==> src/rtl/calc_pkg.sv <==
// Shared types and helpers for the Lab03 calculator pipeline: step encodings,
// operation codes, operand/result widths and the add/subtract magnitude function.
package calc_pkg;

  localparam int unsigned OPND_W = 4;
  localparam int unsigned RES_W  = 5;

  localparam logic OP_ADD = 1'b0;
  localparam logic OP_SUB = 1'b1;

  typedef enum logic [1:0] {
    S_A0  = 2'b00,
    S_A1  = 2'b01,
    S_RES = 2'b10
  } state_t;

  typedef struct packed {
    logic [RES_W-1:0] mag;
    logic             neg;
  } calc_t;

  // Sign-magnitude result on zero-extended operands; bit 4 only ever set by add.
  function automatic calc_t calc_result(input logic [OPND_W-1:0] a,
                                        input logic [OPND_W-1:0] b,
                                        input logic              op);
    calc_t            res;
    logic [RES_W-1:0] ea;
    logic [RES_W-1:0] eb;
    ea      = {1'b0, a};
    eb      = {1'b0, b};
    res.neg = 1'b0;
    if (op == OP_ADD) begin
      res.mag = ea + eb;
    end else if (ea >= eb) begin
      res.mag = ea - eb;
    end else begin
      res.mag = eb - ea;
      res.neg = 1'b1;
    end
    return res;
  endfunction

endpackage

==> src/rtl/key_debounce.sv <==
// Pushbutton conditioner: 2-flop synchronizer, stability counter and a one-cycle
// press pulse on each accepted released-to-pressed transition.
module key_debounce #(
  parameter int unsigned DEB_CYCLES = 500000
) (
  input  logic clk,
  input  logic rst_n,
  input  logic key_n,
  output logic press
);

  localparam int unsigned CW = (DEB_CYCLES > 1) ? $clog2(DEB_CYCLES) : 1;

  logic          r_sync1;
  logic          r_sync2;
  logic          r_level;
  logic          r_press;
  logic [CW-1:0] r_cnt;

  always_ff @(posedge clk or negedge rst_n) begin
    if (!rst_n) begin
      r_sync1 <= 1'b1;
      r_sync2 <= 1'b1;
      r_level <= 1'b1;
      r_press <= 1'b0;
      r_cnt   <= '0;
    end else begin
      r_sync1 <= key_n;
      r_sync2 <= r_sync1;
      r_press <= 1'b0;
      if (r_sync2 != r_level) begin
        if (r_cnt == CW'(DEB_CYCLES - 1)) begin
          r_level <= r_sync2;
          r_cnt   <= '0;
          r_press <= ~r_sync2;
        end else begin
          r_cnt <= r_cnt + 1'b1;
        end
      end else begin
        r_cnt <= '0;
      end
    end
  end

  assign press = r_press;

endmodule

==> src/rtl/operand_entry_fsm.sv <==
// Operand entry for the calculator display: A0 -> A1 -> result -> clear, one
// debounced KEY press per step. Define OPCAP_TIMEOUT_EN for auto-clear in S_RES.
module operand_entry_fsm
  import calc_pkg::*;
#(
  parameter int unsigned DEB_CYCLES     = 500000,
  parameter int unsigned TIMEOUT_CYCLES = 250000000
) (
  input  logic              clk,
  input  logic              rst_n,
  input  logic [OPND_W-1:0] sw,
  input  logic              op_sw,
  input  logic              key_n,
  output logic [OPND_W-1:0] a0,
  output logic [OPND_W-1:0] a1,
  output logic              op,
  output logic [RES_W-1:0]  result,
  output logic              neg,
  output logic              res_valid,
  output logic [1:0]        state
);

  logic              w_press;
  logic              w_timeout;
  logic              w_clear;
  calc_t             w_calc;

  state_t            r_state,  w_state_nxt;
  logic [OPND_W-1:0] r_a0,     w_a0_nxt;
  logic [OPND_W-1:0] r_a1,     w_a1_nxt;
  logic              r_op,     w_op_nxt;
  logic [RES_W-1:0]  r_res,    w_res_nxt;
  logic              r_neg,    w_neg_nxt;
  logic              r_valid,  w_valid_nxt;
  logic              r_load,   w_load_nxt;

  key_debounce #(.DEB_CYCLES(DEB_CYCLES)) u_key_debounce (
    .clk   (clk),
    .rst_n (rst_n),
    .key_n (key_n),
    .press (w_press)
  );

  assign w_calc = calc_result(r_a0, r_a1, r_op);

`ifdef OPCAP_TIMEOUT_EN
  logic [27:0] r_idle;

  assign w_timeout = (r_state == S_RES) && (r_idle == 28'(TIMEOUT_CYCLES - 1));

  always_ff @(posedge clk or negedge rst_n) begin
    if (!rst_n) begin
      r_idle <= '0;
    end else if ((r_state != S_RES) || w_press || w_timeout) begin
      r_idle <= '0;
    end else begin
      r_idle <= r_idle + 1'b1;
    end
  end
`else
  assign w_timeout = 1'b0;
`endif

  always_comb begin
    w_state_nxt = r_state;
    w_a0_nxt    = r_a0;
    w_a1_nxt    = r_a1;
    w_op_nxt    = r_op;
    w_res_nxt   = r_res;
    w_neg_nxt   = r_neg;
    w_valid_nxt = r_valid;
    w_load_nxt  = 1'b0;
    w_clear     = 1'b0;

    // Result lands one cycle after the A1 capture, from the registered operands.
    if (r_load) begin
      w_res_nxt   = w_calc.mag;
      w_neg_nxt   = w_calc.neg;
      w_valid_nxt = 1'b1;
    end

    case (r_state)
      S_A0: if (w_press) begin
        w_a0_nxt    = sw;
        w_state_nxt = S_A1;
      end
      S_A1: if (w_press) begin
        w_a1_nxt    = sw;
        w_op_nxt    = op_sw;
        w_state_nxt = S_RES;
        w_load_nxt  = 1'b1;
      end
      S_RES:   w_clear = w_press || w_timeout;
      default: w_clear = 1'b1;
    endcase

    if (w_clear) begin
      w_state_nxt = S_A0;
      w_a0_nxt    = '0;
      w_a1_nxt    = '0;
      w_op_nxt    = OP_ADD;
      w_res_nxt   = '0;
      w_neg_nxt   = 1'b0;
      w_valid_nxt = 1'b0;
      w_load_nxt  = 1'b0;
    end
  end

  always_ff @(posedge clk or negedge rst_n) begin
    if (!rst_n) begin
      r_state <= S_A0;
      r_a0    <= '0;
      r_a1    <= '0;
      r_op    <= OP_ADD;
      r_res   <= '0;
      r_neg   <= 1'b0;
      r_valid <= 1'b0;
      r_load  <= 1'b0;
    end else begin
      r_state <= w_state_nxt;
      r_a0    <= w_a0_nxt;
      r_a1    <= w_a1_nxt;
      r_op    <= w_op_nxt;
      r_res   <= w_res_nxt;
      r_neg   <= w_neg_nxt;
      r_valid <= w_valid_nxt;
      r_load  <= w_load_nxt;
    end
  end

  assign a0        = r_a0;
  assign a1        = r_a1;
  assign op        = r_op;
  assign result    = r_res;
  assign neg       = r_neg;
  assign res_valid = r_valid;
  assign state     = r_state;

endmodule

==> config.mk <==
export PLATFORM = sky130hd
export DESIGN_NAME = operand_entry_fsm
export DESIGN_NICKNAME = d
export VERILOG_FILES = /design/src/rtl/calc_pkg.sv /design/src/rtl/key_debounce.sv /design/src/rtl/operand_entry_fsm.sv
export SDC_FILE = /design/constraint.sdc
export NUM_CORES = 1
export LEC_CHECK = 0
export ABC_AREA = 1
export CORE_ASPECT_RATIO = 1.75
export CORE_UTILIZATION = 57
export DETAILED_ROUTE_END_ITERATION = 10
export PLACE_DENSITY = 0.8
export SLEW_MARGIN = 15
export SYNTH_ARGS = -nofsm -noshare
export SYNTH_HDL_FRONTEND = slang
export SYNTH_HIERARCHICAL = 1
export SYNTH_SLANG_ARGS = --single-unit
export TNS_END_PERCENT = 1
==> constraint.sdc <==
create_clock -name clk -period 1.72 [get_ports clk]
set_input_delay 0.344 -clock clk [delete_from_list [all_inputs] [get_ports clk]]
set_output_delay 0.344 -clock clk [all_outputs]
set_load 0.02 [all_outputs]
After elaboration in Yosys (flattened, before gate mapping)
Index checks and enable logic that the tools add are counted.

Flip-flop bits (word level): 42. Bits in latches: 0. Bits in writable memories: 0. ROM bits: 0. Memories kept: 0.

Add/subtract/negate cells: 4. Multipliers: 0. Div/mod/pow operators: 0. $lt $le $gt $ge: 1. Equality and inequality tests: 6. Shift-type cells: 0. Mux-type cells: 30. Bitwise operators: 1. Reductions and logical operators: 11.

Operators with widths (number): $mux 19 (2); $mux 4 (5); $mux 5 (4); $add 19x1->19 const B (1); $eq 19x19->1 const B (1); $mux 1 (14); $sub 4x4->5 (2); $reduce_bool 2->1 (4); $mux 2 (3); $ne 3x2->1 const B (2); $reduce_and 2->1 (3); $add 4x4->5 (1); $ge 4x4->1 (1); $pmux 2 s2 (1); $reduce_and 3->1 (1); $reduce_bool 3->1 (1); $eq 2x1->1 const B (1); $eq 2x2->1 const B (1); $logic_not 2->1 (1); $pmux 1 s2 (1); $reduce_or 2->1 (1); $ne 1x1->1 (1); $not 1->1 (1).

Logic depth before layout (Yosys ltp)
Depth in word-level cells: 5. Depth in mapped cells: 13. Mapped depth without buffers: 12.

Modules after synthesis
Netlist, hierarchy kept.

Modules (own cells, without submodules): operand_entry_fsm (instances 1, cells an instance 165, area an instance 1311.3 µm²); key_debounce (instances 1, cells an instance 150, area an instance 1221.2 µm²).

Worst setup path before layout
Ideal clock, no wire load.

Path type: register to register. Start: register r_a0[1], in the netlist a0[1]. End: register r_res[3], in the netlist result[3]. Arrival time: 1.605 ns. Setup slack: -0.001 ns. Cell stages (with the launch flop): 13. Period minus slack after synthesis: 1.721 ns. Cells stage by stage: dfrtp_1 inv_1 ha_1 nand2_2 clkinv_2 nand2_2 nand2_4 nand2_4 nand2_4 nand2_1 nand3_1 nand2_1 nand2_1.

Cells in the longest elaborated chain, start to end: 5.

RTL lines: start, declared (RTL line operand_entry_fsm.sv:29) `logic [OPND_W-1:0] r_a0, w_a0_nxt;`; start signal, assigned (RTL line operand_entry_fsm.sv:121) `r_a0 <= w_a0_nxt;`; $sub 4x4->5 (tied with other cells) (RTL line calc_pkg.sv:37) `res.mag = eb - ea;`; $mux 5 (RTL line calc_pkg.sv:34) `end else if (ea >= eb) begin`; $mux 5 * (RTL line calc_pkg.sv:32) `if (op == OP_ADD) begin`; $mux 5 * (RTL line operand_entry_fsm.sv:76) `if (r_load) begin`; $mux 5 * (RTL line operand_entry_fsm.sv:97) `if (w_clear) begin`; end signal, assigned (RTL line operand_entry_fsm.sv:124) `r_res <= w_res_nxt;`; end, declared (RTL line operand_entry_fsm.sv:32) `logic [RES_W-1:0] r_res, w_res_nxt;`.

Every way passes the cells marked *; elsewhere a longest branch is shown, timed or not. The select of a mux whose other input is x is not followed. A chain may end at the register's enable or synchronous reset.

Worst setup path after layout
Start: register r_a0[0], in the netlist a0[0]. End: output port a0[0].

RTL lines: end, declared (RTL line operand_entry_fsm.sv:14) `output logic [OPND_W-1:0] a0,`.

No word-level cell between the ends.

==> flow_summary_export.csv <==
group,metric,value,unit
run_status,status,"finished, final reports clean",
yosys,synth_commonest_cells,"nand2_1 (65), nor2_1 (52), inv_1 (42)",
yosys,synth_compound_area_share,7.213,%
yosys,muxShareOfSynthArea,0,%
yosys,postSynth.asyncResetShare,100.0,%
yosys,ys_seq_area_share,41.65,%
yosys,synth_ff_type,"dfrtp_1",
yosys,syn_avg_cell_area,8.039,um2
placement,io_buffers,25,
placement,finalWeightedCongestion,0.9154,
timing,rsz0062_at_grt,"yes",
flow_run,max_cap_violations,0,
placement,dp.cells,392,
cells_and_area,drive_above_1_share,13.88,%
power,cellLeakagePower,0.001417,uW
die,rows,31,
drt,drtAntennaViolNets,0,
global_routing,grt_max_degree,42,
yosys,synthCells,315,
clock_network,cts_tree,"yes",
timing,finalCriticalPeriod,1.658,ns
cells_and_area,area_delta_synth_final,19.57,%
cells_and_area,final_cells,402,
clock_network,cts_root_buf,"clkbuf_8",
clock_network,clk_latency,0.29,ns
die,initial_core_util,60.45,%
cells_and_area,utilization,72.28,%
worst_setup_path,reg2reg_slack,0.08,ns
min_path,holdCritPathClass,"flop to flop",
power,intPower,1456,uW
yosys,yosys.area.top_type,"dfrtp_1",
placement,dp_slack,0.02015,ns
drt,routed.top_layer,"met4",
min_path,hold_depth,0,
yosys,ys_warn_count,6,
die,top_level_ports,26,
min_path,hold_start,"u_key_debounce/r_sync1$_DFF_PN1_",
worst_setup_path,path_cells,"clkdlybuf4s50_1",
global_routing,grt-ovfl-total,0,
yosys,netlist_area,2532,um2
power,power_frac_clock,41.6,%
yosys,ys_top_cells_by_area,"dfrtp_1 (39%), nand2_1 (9.6%), nor2_1 (7.7%)",
timing,worstMarginPinSlew,0.4145,ns
timing,hold_violations,0,
yosys,ys_ff_latch,42,
die,coreArea,4189,um2
worst_setup_path,r2r-end,"result[1]$_DFFE_PN0P_",
yosys,synth_edf_count,0,
cells_and_area,nFillCells,344,
global_routing,grt_use_total,27.46,%
worst_setup_path,path_buf_inv,1,
drt,post-route-drc-count,0,
cells_and_area,antenna_cells,0,
timing,setup_viol,0,
drt,dr_wl_met3,129,um
worst_setup_path,crit_path_start_kind,"flop",
yosys,yosysMostFrequentCell,"nand2_1",
drt,post_drt_wl_per_cell,14.08,um
power,pwr-share-seq,54.7,%
clock_network,clkTransAtPathRegs,0.07,ns
drt,via_count,2140,
clock_network,htree_levels,2,
clock_network,clock_sink_count,42,
timing,relSlewSlack,72.27,%
yosys,syn-num-nets,339,
worst_setup_path,arrival,1.31,ns
die,dieWidth,52.39,um
timing,fin_skew,0.01398,ns
die,die_y,90.18,um
clock_network,clockBufferDepth,2,
timing,slew_violations,0,
drt,first_pass_iters,4,
power,pwr-share-comb,3.7,%
worst_setup_path,crit_family,"buffers and inverters",
worst_setup_path,cp_slowest_cell,"clkdlybuf4s50_1",
worst_setup_path,max_stage_delay,0.63,ns
worst_setup_path,crit_type,"flop to primary output",
worst_setup_path,cp_max_fo,4,
clock_network,numCtsBuffers,5,
power,powerDensity,604.7,nW/um2
yosys,synthXorXnorAreaFrac,4.101,%
cells_and_area,fin_nets,376,
drt,viasPerCell,5.323,
yosys,synth_top_family_by_area,"simple AND/OR/NAND/NOR gates",
global_routing,grt_pass1_wl,9515,um
global_routing,antenna_found_initial,0,
timing,period_share,96.39,%
min_path,hold_end,"u_key_debounce/r_sync2$_DFF_PN1_",
timing,setup_tns,0,ns
timing,timing.hold.ws,0.3613,ns
drt,drt_wl_total,5660,um
timing,layout_setup_ws,0.06206,ns
drt,dr_wl_met2,3335,um
power,p_sw_share,20.46,%
yosys,yosysUniqueCellTypes,34,
worst_setup_path,worstRegToRegCells,12,
worst_setup_path,required,1.38,ns
yosys,synth-simple-area-share,30.58,%
power,p_sw,374.6,uW
drt,wl_met1,1948,um
placement,dp_hpwl,4535,um
global_routing,grt_pass1_vias,2180,
die,die_area,4724,um2
worst_setup_path,end_kind,"primary output",
yosys,yosys.area_share.adder,8.794,%
yosys,synth_top_area_share,38.54,%
drt,drtIter0Drc,33,
power,ir_drop,0.7402,mV
worst_setup_path,worstReg2RegStart,"a0[1]$_DFFE_PN0P_",
timing,clock.fmax,603.2,MHz
[layout by cell type (no fill, tap or decap), types with 6 or more instances in the layout]
cell,instances
nand2_1,65
nor2_1,52
inv_1,42
dfrtp_1,37
nand3_1,24
clkdlybuf4s50_1,17
ha_1,12
o21ai_0,11
a21oi_1,8
xor2_1,8
buf_4,6
[per-stage QoR]
| stage | cell area, um2 | power (uW) |
|---|---|---|
| global route | 3028 | 1911 |
| global placement | 2874 | 1086 |
| CTS | 2993 | 1861 |
| detailed placement | 2874 | 1088 |
| finish | 3028 | 1831 |
| floorplan | 2534 | 1041 |
[per-layer routing]
| layer | global-route usage [%] | vias up |
|---|---|---|
| met5 | 0 | - |
| met4 | 17.98 | 0 |
| met3 | 3.553 | 18 |
| met2 | 51.37 | 47 |
| met1 | 25.14 | 1015 |
| li1 | - | 1060 |
[flip-flops by register name, summed over array words and instances (netlist names), 2 cells and up]
| signal | cells |
|---|---|
| a0 | 4 |
| a1 | 4 |
| result | 5 |
| state | 2 |
| u_key_debounce/r_cnt | 19 |
[how the worst max path moves through the flow]
stage / start / endpoint / slack, ns / depth (start not counted)
6_report: a0[0]$_DFFE_PN0P_ / a0[0] / 0.06 / 1
5_1_grt: a0[0]$_DFFE_PN0P_ / result[2]$_DFFE_PN0P_ / -0.02 / 8
4_1_cts: a1[1]$_DFFE_PN0P_ / a1[1] / 0.006 / 1
3_5_place_dp: a0[1]$_DFFE_PN0P_ / result[1]$_DFFE_PN0P_ / 0.02 / 12
3_3_place_gp: a1[1]$_DFFE_PN0P_ / result[3]$_DFFE_PN0P_ / 0.07 / 10
2_1_floorplan: a0[2]$_DFFE_PN0P_ / result[3]$_DFFE_PN0P_ / 0.03 / 11
[power groups by stage]
stage	Sequential [uW]	Combinational, uW	Clock, uW
after floorplan	1020	20.0	0
after global placement	1020	65.5	0
after detailed placement	1020	66.9	0
after CTS	1000	68.8	791
after global routing	1000	75.7	833
final	1000	67.3	762
[area by class of cell]
cell class                 instances  area (um2)  share of cell area [%]
multi-input combinational        225        1299                   42.89
sequential                        42        1057                   34.92
timing repair buffer              33       330.3                   10.91
inverter                          45       170.2                   5.620
clock buffer                       6       72.57                   2.397
tap                               49       61.31                   2.025
clock inverter                     2       37.54                   1.240
[kinds of logic after synthesis]
family / after synthesis
adder cells (fa/ha/maj): 16
AND/OR/NAND/NOR: 167
flip-flops: 42
buffers and inverters: 48
AO/OA/AOI/OAI: 31
XOR/XNOR: 11
[timing repair]
item | in CTS | in global routing
pin swaps | 0 | 1
buffers inserted | 0 | 1
hold buffers | 1 | 0
hold endpoints to repair | 1 | 0
gates resized for setup | 3 | 8
setup endpoints to repair | 3 | 9
Note: power is estimated with default switching activity, not from simulation.
